File: src/rtl/relu_backward_ctrl.sv
`default_nettype none
// ============================================================================
// Module   : relu_backward_ctrl
// Purpose  : Sequences one ReLU-backward layer pass: issues source reads,
//            tracks them through the read+datapath pipeline, emits writes,
//            checks returned layer tags.
// Revision : 1.0
// ============================================================================
module relu_backward_ctrl #(
  parameter int ADDR_W = 16,
  parameter int RD_LAT = 1,
  parameter int DP_LAT = 1
) (
  input  logic              clk,
  input  logic              reset,
  input  logic              start,
  input  logic [ADDR_W-1:0] num_vec,
  input  logic [7:0]        layer_id,
  input  logic              in_rdy,
  output logic              rd_en,
  output logic [ADDR_W-1:0] rd_addr,
  output logic [7:0]        dp_id,
  input  logic [7:0]        dp_id_out,
  output logic              wr_en,
  output logic [ADDR_W-1:0] wr_addr,
  output logic              busy,
  output logic              done,
  output logic              err
);

  localparam int                 c_DEPTH = RD_LAT + DP_LAT;
  localparam logic [c_DEPTH-1:0] c_TOP   = c_DEPTH'(1) << (c_DEPTH - 1);
  localparam logic [ADDR_W-1:0]  c_ONE   = ADDR_W'(1);

  typedef enum logic [1:0] {
    S_IDLE  = 2'd0,
    S_ISSUE = 2'd1,
    S_DRAIN = 2'd2,
    S_FIN   = 2'd3
  } state_t;

  state_t              r_state;
  logic [1:0]          r_rst_sync;
  logic                w_rst_n;
  logic                r_start;
  logic [ADDR_W-1:0]   r_req_num;
  logic [7:0]          r_req_id;
  logic [ADDR_W-1:0]   r_cnt;
  logic [ADDR_W-1:0]   r_num;
  logic [7:0]          r_lid;
  logic                r_busy;
  logic                r_done;
  logic                r_err;
  logic [c_DEPTH-1:0]  r_vld;
  logic [ADDR_W-1:0]   r_pa [c_DEPTH];
  logic                w_rd;
  logic                w_last;
  logic                w_mis;
  logic                w_drained;

  // Assertion is immediate; release is retimed so no flop leaves reset mid-cycle.
  always_ff @(posedge clk or negedge reset) begin
    if (!reset) begin
      r_rst_sync <= 2'b00;
    end else begin
      r_rst_sync <= {r_rst_sync[0], 1'b1};
    end
  end

  assign w_rst_n = r_rst_sync[1];

  // Requests are captured only while idle, so starts in any other state vanish.
  always_ff @(posedge clk or negedge w_rst_n) begin
    if (!w_rst_n) begin
      r_start   <= 1'b0;
      r_req_num <= '0;
      r_req_id  <= '0;
    end else begin
      r_start <= start && (r_state == S_IDLE);
      if (start && (r_state == S_IDLE)) begin
        r_req_num <= num_vec;
        r_req_id  <= layer_id;
      end
    end
  end

  assign w_rd      = (r_state == S_ISSUE) && in_rdy;
  assign w_last    = w_rd && (r_cnt == (r_num - c_ONE));
  assign w_mis     = r_vld[c_DEPTH-1] && (dp_id_out != r_lid);
  // Only the final stage may be occupied: it retires this cycle.
  assign w_drained = ((r_vld & ~c_TOP) == '0);

  always_ff @(posedge clk or negedge w_rst_n) begin
    if (!w_rst_n) begin
      r_state <= S_IDLE;
      r_cnt   <= '0;
      r_num   <= '0;
      r_lid   <= '0;
      r_busy  <= 1'b0;
      r_done  <= 1'b0;
      r_err   <= 1'b0;
    end else begin
      if (w_mis) begin
        r_err <= 1'b1;
      end
      case (r_state)
        S_IDLE: begin
          r_done <= 1'b0;
          if (r_start) begin
            r_num  <= r_req_num;
            r_lid  <= r_req_id;
            r_err  <= 1'b0;
            r_cnt  <= '0;
            r_busy <= 1'b1;
            if (r_req_num != '0) begin
              r_state <= S_ISSUE;
            end else begin
              r_state <= S_FIN;
              r_done  <= 1'b1;
            end
          end
        end
        S_ISSUE: begin
          if (w_rd) begin
            r_cnt <= r_cnt + c_ONE;
            if (w_last) begin
              r_state <= S_DRAIN;
            end
          end
        end
        S_DRAIN: begin
          if (w_drained) begin
            r_state <= S_FIN;
            r_done  <= 1'b1;
          end
        end
        S_FIN: begin
          r_state <= S_IDLE;
          r_done  <= 1'b0;
          r_busy  <= 1'b0;
          r_lid   <= '0;
          r_cnt   <= '0;
        end
        default: begin
          r_state <= S_IDLE;
        end
      endcase
    end
  end

  always_ff @(posedge clk or negedge w_rst_n) begin
    if (!w_rst_n) begin
      r_vld <= '0;
      for (int i = 0; i < c_DEPTH; i++) begin
        r_pa[i] <= '0;
      end
    end else begin
      r_vld[0] <= w_rd;
      r_pa[0]  <= r_cnt;
      for (int i = c_DEPTH - 1; i > 0; i--) begin
        r_vld[i] <= r_vld[i-1];
        r_pa[i]  <= r_pa[i-1];
      end
    end
  end

  assign rd_en   = w_rd;
  assign rd_addr = r_cnt;
  assign wr_en   = r_vld[c_DEPTH-1];
  assign wr_addr = r_pa[c_DEPTH-1];
  assign dp_id   = r_lid;
  assign busy    = r_busy;
  assign done    = r_done;
  assign err     = r_err | w_mis;

endmodule
`default_nettype wire

File: config.mk
export PLATFORM = sky130hd
export DESIGN_NAME = relu_backward_ctrl
export DESIGN_NICKNAME = d
export VERILOG_FILES = /design/src/rtl/relu_backward_ctrl.sv
export SDC_FILE = /design/constraint.sdc
export NUM_CORES = 1
export LEC_CHECK = 0
export CORE_UTILIZATION = 50
export DETAILED_ROUTE_END_ITERATION = 12
export DONT_BUFFER_PORTS = 1
export SLEW_MARGIN = 30
export SYNTH_ARGS = -nofsm -noshare
export SYNTH_HDL_FRONTEND = slang
export SYNTH_SLANG_ARGS = --single-unit
File: constraint.sdc
create_clock -name clk -period 4.3 [get_ports clk]
set_input_delay 0.215 -clock clk [delete_from_list [all_inputs] [get_ports clk]]
set_output_delay 0.215 -clock clk [all_outputs]
set_load 0.005 [all_outputs]
## Word level (Yosys, flattened, before mapping)

Cells that the tools add are included.

| cells by class | value |
|---|---|
| $add $sub $neg | 2 |
| equal/unequal tests | 9 |
| mux-type cells | 20 |
| bitwise logic cells | 1 |
| reductions and logical operators | 15 |

Operators by type and width:

| cell | number |
|---|---|
| 16-bit one-hot mux with 3 select lines | 1 |
| 16-bit 2-to-1 mux | 2 |
| 16-bit by 1-bit adder with 16-bit output, second input constant | 1 |
| 16-bit equality test | 1 |
| 8-bit one-hot mux with 2 select lines | 1 |
| 16-bit nonzero test | 1 |
| 16-bit by 1-bit subtractor with 16-bit output, second input constant | 1 |
| 2-bit 2-to-1 mux | 5 |
| 8-bit 2-to-1 mux | 1 |
| 2-bit inequality test, second input constant | 4 |
| 8-bit inequality test | 1 |
| 2-bit one-hot mux with 4 select lines | 1 |
| 1-bit 2-to-1 mux | 7 |
| 2-bit AND reduction | 3 |
| 3-bit nonzero test | 2 |
| 2-bit equality test, second input constant | 2 |
| 1-bit logical AND | 4 |
| 2-bit logical NOT | 2 |
| 4-bit AND reduction | 1 |
| 1-bit one-hot mux with 3 select lines | 1 |
| 3-bit AND reduction | 1 |
| 2-bit by 1-bit equality test with 1-bit output, second input constant | 1 |
| 1-bit one-hot mux with 2 select lines | 1 |
| 2-bit nonzero test | 1 |
| 1-bit bitwise OR | 1 |

| word-level totals | value |
|---|---|
| register bits | 106 |
| output and inout bits | 45 |
| word-level logic and storage cells | 61 |

## Logic depth before layout (Yosys ltp)

| depth | value |
|---|---|
| word-level depth | 6 |
| mapped depth | 11 |
| gate-level depth less buffers | 9 |

## Worst setup path before layout

Ideal clock, no wire load.

| path | value |
|---|---|
| kind | flip-flop to flip-flop |
| start | reg r_num[0] |
| end | reg r_state[0] |
| library setup time | 0.079 ns |
| data arrival time | 2.418 ns |
| required time | 4.221 ns |
| setup slack | 1.803 ns |
| cell stages (with the launch flop) | 12 |
| buffers on the path | 2 |
| cell sequence | dfrtp_1 > inv_1 > ha_1 > buf_4 > or4b_1 > buf_2 > nor4_4 > xnor2_1 > a2111oi_4 > nand4_1 > o31ai_2 > mux2i_1 |

| on the way | value |
|---|---|
| cells in the longest elaborated chain, start to end | 5 |

Ends and longest elaborated chain:

| element | RTL line | source |
|---|---|---|
| from (decl) | 49 | `logic [ADDR_W-1:0] r_num;` |
| from (signal assigned) | 110 | `r_num <= r_req_num;` |
| 16-bit by 1-bit subtractor with 16-bit output | 88 | `assign w_last = w_rd && (r_cnt == (r_num - c_ONE));` |
| 16-bit equality test | 88 |  |
| 1-bit logical AND | 88 |  |
| 2-bit inequality test (no line) | -- |  |
| 4-bit AND reduction (no line) | -- |  |
| to (signal assigned) | 95 | `r_state <= S_IDLE;` |
| to (signal assigned) | 116 | `r_state <= S_ISSUE;` |
| to (signal assigned) | 118 | `r_state <= S_FIN;` |
| to (decl) | 42 | `state_t r_state;` |

No other way between the ends.
A chain may end at the register's enable or synchronous reset.

## Worst setup path after layout

Same ends and word-level chain as after synthesis.

==> impl_metrics.json <==
{
  "synth-seq-cells": 106,
  "tightest_slew_ns": 0.688,
  "start_util_pct": 51.5,
  "maxCapViolations": 0,
  "wl_per_cell_um": 16.2,
  "drive_gt1_share_pct": 15.6,
  "cts_root_buf": "clkbuf_8",
  "core_um2": 9200,
  "holdWs_ns": 0.0106,
  "gp_congestion": 0.784,
  "post_cts_resize_count": 0,
  "post_cts_buffers": 0,
  "worstPathRequired_ns": 4.59,
  "hold_end": "r_req_num[7]",
  "syn_avg_cell_area_um2": 11.8,
  "ios": 81,
  "antenna_left": 0,
  "yosys.cell_types.count": 46,
  "layout_common_cells": "dfrtp_1 (105), mux2_2 (40), nand2_1 (26)",
  "rsz0062_at_grt": "no",
  "grt_first_pass_wirelength_mm": 14.3,
  "synth_top_family_by_area": "simple AND/OR/NAND/NOR gates",
  "num_rows": 35,
  "cellPowerDensity_nw_per_um2": 626,
  "clock-sinks": 106,
  "dieArea_um2": 9860,
  "fill_cells": 767,
  "timing.rr.end": "r_state[0]",
  "fin_tns_setup_ns": 0,
  "path_class": "flop to flop",
  "r2r_start": "r_num[0]",
  "overflow": 0,
  "synth_cells": 401,
  "synth-xor-area-share_pct": 7.40,
  "cp.arrival_ns": 3.13,
  "finalCritPeriodShare_pct": 66.1,
  "setup_viol": 0,
  "final_core_util_pct": 56.6,
  "n_antenna_cell": 0,
  "hold_class": "input pin to flop",
  "synth_warnings": 0,
  "drt-initial-drc-count": 141,
  "synthSimpleGateAreaFrac_pct": 11.8,
  "num_vias": 2903,
  "holdPathStages": 1,
  "first_pass_iters": 4,
  "multiInputGateArea_um2": 1850,
  "yosys.area_share.adder_pct": 1.59,
  "fmax_mhz": 352,
  "hold_violations": 0,
  "endpoint_kind": "flop",
  "run_status": "finished, final reports clean",
  "leakage_nw": 2.28,
  "finalCriticalPeriod_ns": 2.84,
  "ctsHtreeMaxLevel": 3,
  "rrSetupSlack_ns": 1.46,
  "ir_drop_v": 0.000294,
  "met1_usage_pct": 26.8,
  "finalClockSkew_ns": 0.0123,
  "muxShareOfSynthArea_pct": 10.4,
  "drcViolationCount": 0,
  "synth_compound_area_share_pct": 7.82,
  "use_met2_pct": 28.5,
  "clk_latency_ns": 0.36,
  "antenna_found_initial": 0,
  "seqCellArea_um2": 2660,
  "worst_hold_startpoint": "num_vec[7]",
  "netlist_area_um2": 4740,
  "die_h_um": 99.3,
  "die_x_um": 99.3,
  "reg2reg_depth": 9,
  "cts_tree": "built",
  "grtUsageMet3_pct": 3.87,
  "grt_use_total_pct": 18.7,
  "layout_commonest_cell": "dfrtp_1",
  "clk_pin_slew_ns": 0.10,
  "busiest_layer": "met2",
  "grt_pass1_vias": 2748,
  "slew_viol_final": 0,
  "grt_max_degree": 74,
  "startpoint_type": "flop",
  "path_max_fanout": 8,
  "slew_headroom_pct": 54.0,
  "numCtsBuffers": 9,
  "final_nets": 454,
  "clockBufferDepth": 2,
  "dpl.hpwl_mm": 5.94,
  "synth-seq-area-share_pct": 56.0,
  "syn_nets": 443,
  "cp-startpoint": "r_num[0]",
  "syn_to_final_growth_pct": 9.96,
  "portBuffers": 0,
  "vias_per_cell": 5.51,
  "totalWireLength_mm": 8.56
}
## how the worst max path moves through the flow
stage / to / cells after the start
after floorplan: busy / 0
after global placement: r_state[1] / 9
after detailed placement: r_state[1] / 9
after CTS: r_state[1] / 9
after global routing: r_state[0] / 9
final: r_state[0] / 9
## state kept, by name, indices dropped and copies added (netlist names)
name        flops
r_req_num      16
r_err           1
rd_addr        16
r_vld           2
r_pa           16
r_rst_sync      2
wr_addr        16
r_state         2
r_num          16
busy            1
dp_id           8
done            1
r_start         1
r_req_id        8
## report_power, final
group | switching [W] | leakage (nW) | internal, W | total, W
clock network | 0.000320 | 0.106 | 0.000342 | 0.000662
registers | 0.000287 | 1.37 | 0.00126 | 0.00155
logic | 0.000522 | 0.809 | 0.000523 | 0.00105
total | 0.00113 | 2.28 | 0.00213 | 0.00326
## worst max-delay path, cell delays in order (launching register included)
cell,delay (ns)
dfrtp_1,0.43
inv_1,0.07
ha_1,0.31
or4b_1,0.66
nor4_4,0.27
xnor2_1,0.14
a2111oi_4,0.20
nand4_1,0.14
o31ai_2,0.34
mux2i_1,0.22
## timing repair
item,in CTS,in global routing
hold buffers,23,1
endpoints found under the hold margin,24,1
setup endpoints to repair,0,0
## final cells by class
class	instances	area share, %
Tap cell	111	2.67
Multi-Input combinational cell	250	35.6
Inverter	18	1.30
Clock inverter	4	1.47
Timing Repair Buffer	27	5.29
Clock buffer	11	2.72
Sequential cell	106	51.0
## routing by layer
| metal | wire length (µm) | share of wire [%] | up-vias |
|---|---|---|---|
| li1 | - | - | 1400 |
| met1 | 4160 | 49 | 1425 |
| met4 | 116 | 1.4 | 0 |
| met2 | 3930 | 46 | 69 |
| met5 | 0 | 0 | - |
| met3 | 359 | 4.2 | 9 |
## kinds of logic (layout without fill, tap and decap cells)
family,count (synthesis),after routing
muxes,44,44
AOI/OAI and AO/OA,52,52
adders and majority gates,6,6
DFF,106,106
and+or+nand+nor,107,107
xor gates and xnor gates,40,40
buffers and inverters,45,60
other,1,1
## through the flow
stage | cells | power, W | cell area (µm²) | setup WS [ns]
2_1_floorplan | 401 | 0.00237 | 4740 | 1.13
3_3_place_gp | 487 | 0.00259 | 4730 | 1.52
3_5_place_dp | 487 | 0.00262 | 4730 | 1.41
4_1_cts | 525 | 0.00330 | 5180 | 1.41
5_1_grt | 527 | 0.00348 | 5210 | 1.25
6_report | 527 | 0.00326 | 5210 | 1.46
## cells in the mapped netlist, drive strengths merged
master / number / area, µm²
dfrtp: 106 / 2650
mux2: 40 / 450
nand2: 27 / 101
xnor2: 25 / 219
nor2: 24 / 90.1
o21ai: 19 / 95.1
buf: 18 / 133
inv: 18 / 67.6
xor2: 15 / 131
clkbuf: 9 / 33.8
a22o: 8 / 70.1
nor3: 8 / 45.0
nand4: 7 / 43.8
nor4: 7 / 58.8
ha: 6 / 75.1
nand3: 6 / 30.0
and3: 5 / 31.3
a21oi: 4 / 20.0
a31oi: 4 / 25.0
mux2i: 4 / 40.0
nand2b: 4 / 25.0
nor2b: 4 / 25.0
o31ai: 4 / 35.0
or3: 4 / 25.0
a2111oi: 2 / 36.3
a2bb2oi: 2 / 17.5
and2: 2 / 12.5
and4: 2 / 17.5
nor3b: 2 / 15.0
o211ai: 2 / 15.0
o21a: 2 / 15.0
or2: 2 / 12.5
a211oi: 1 / 7.51
conb: 1 / 3.75
nor4b: 1 / 8.76
o21bai: 1 / 7.51
o311ai: 1 / 8.76
o31a: 1 / 8.76
o41ai: 1 / 8.76
or4: 1 / 7.51
or4b: 1 / 10.0
(Power assumes the default switching activity.)
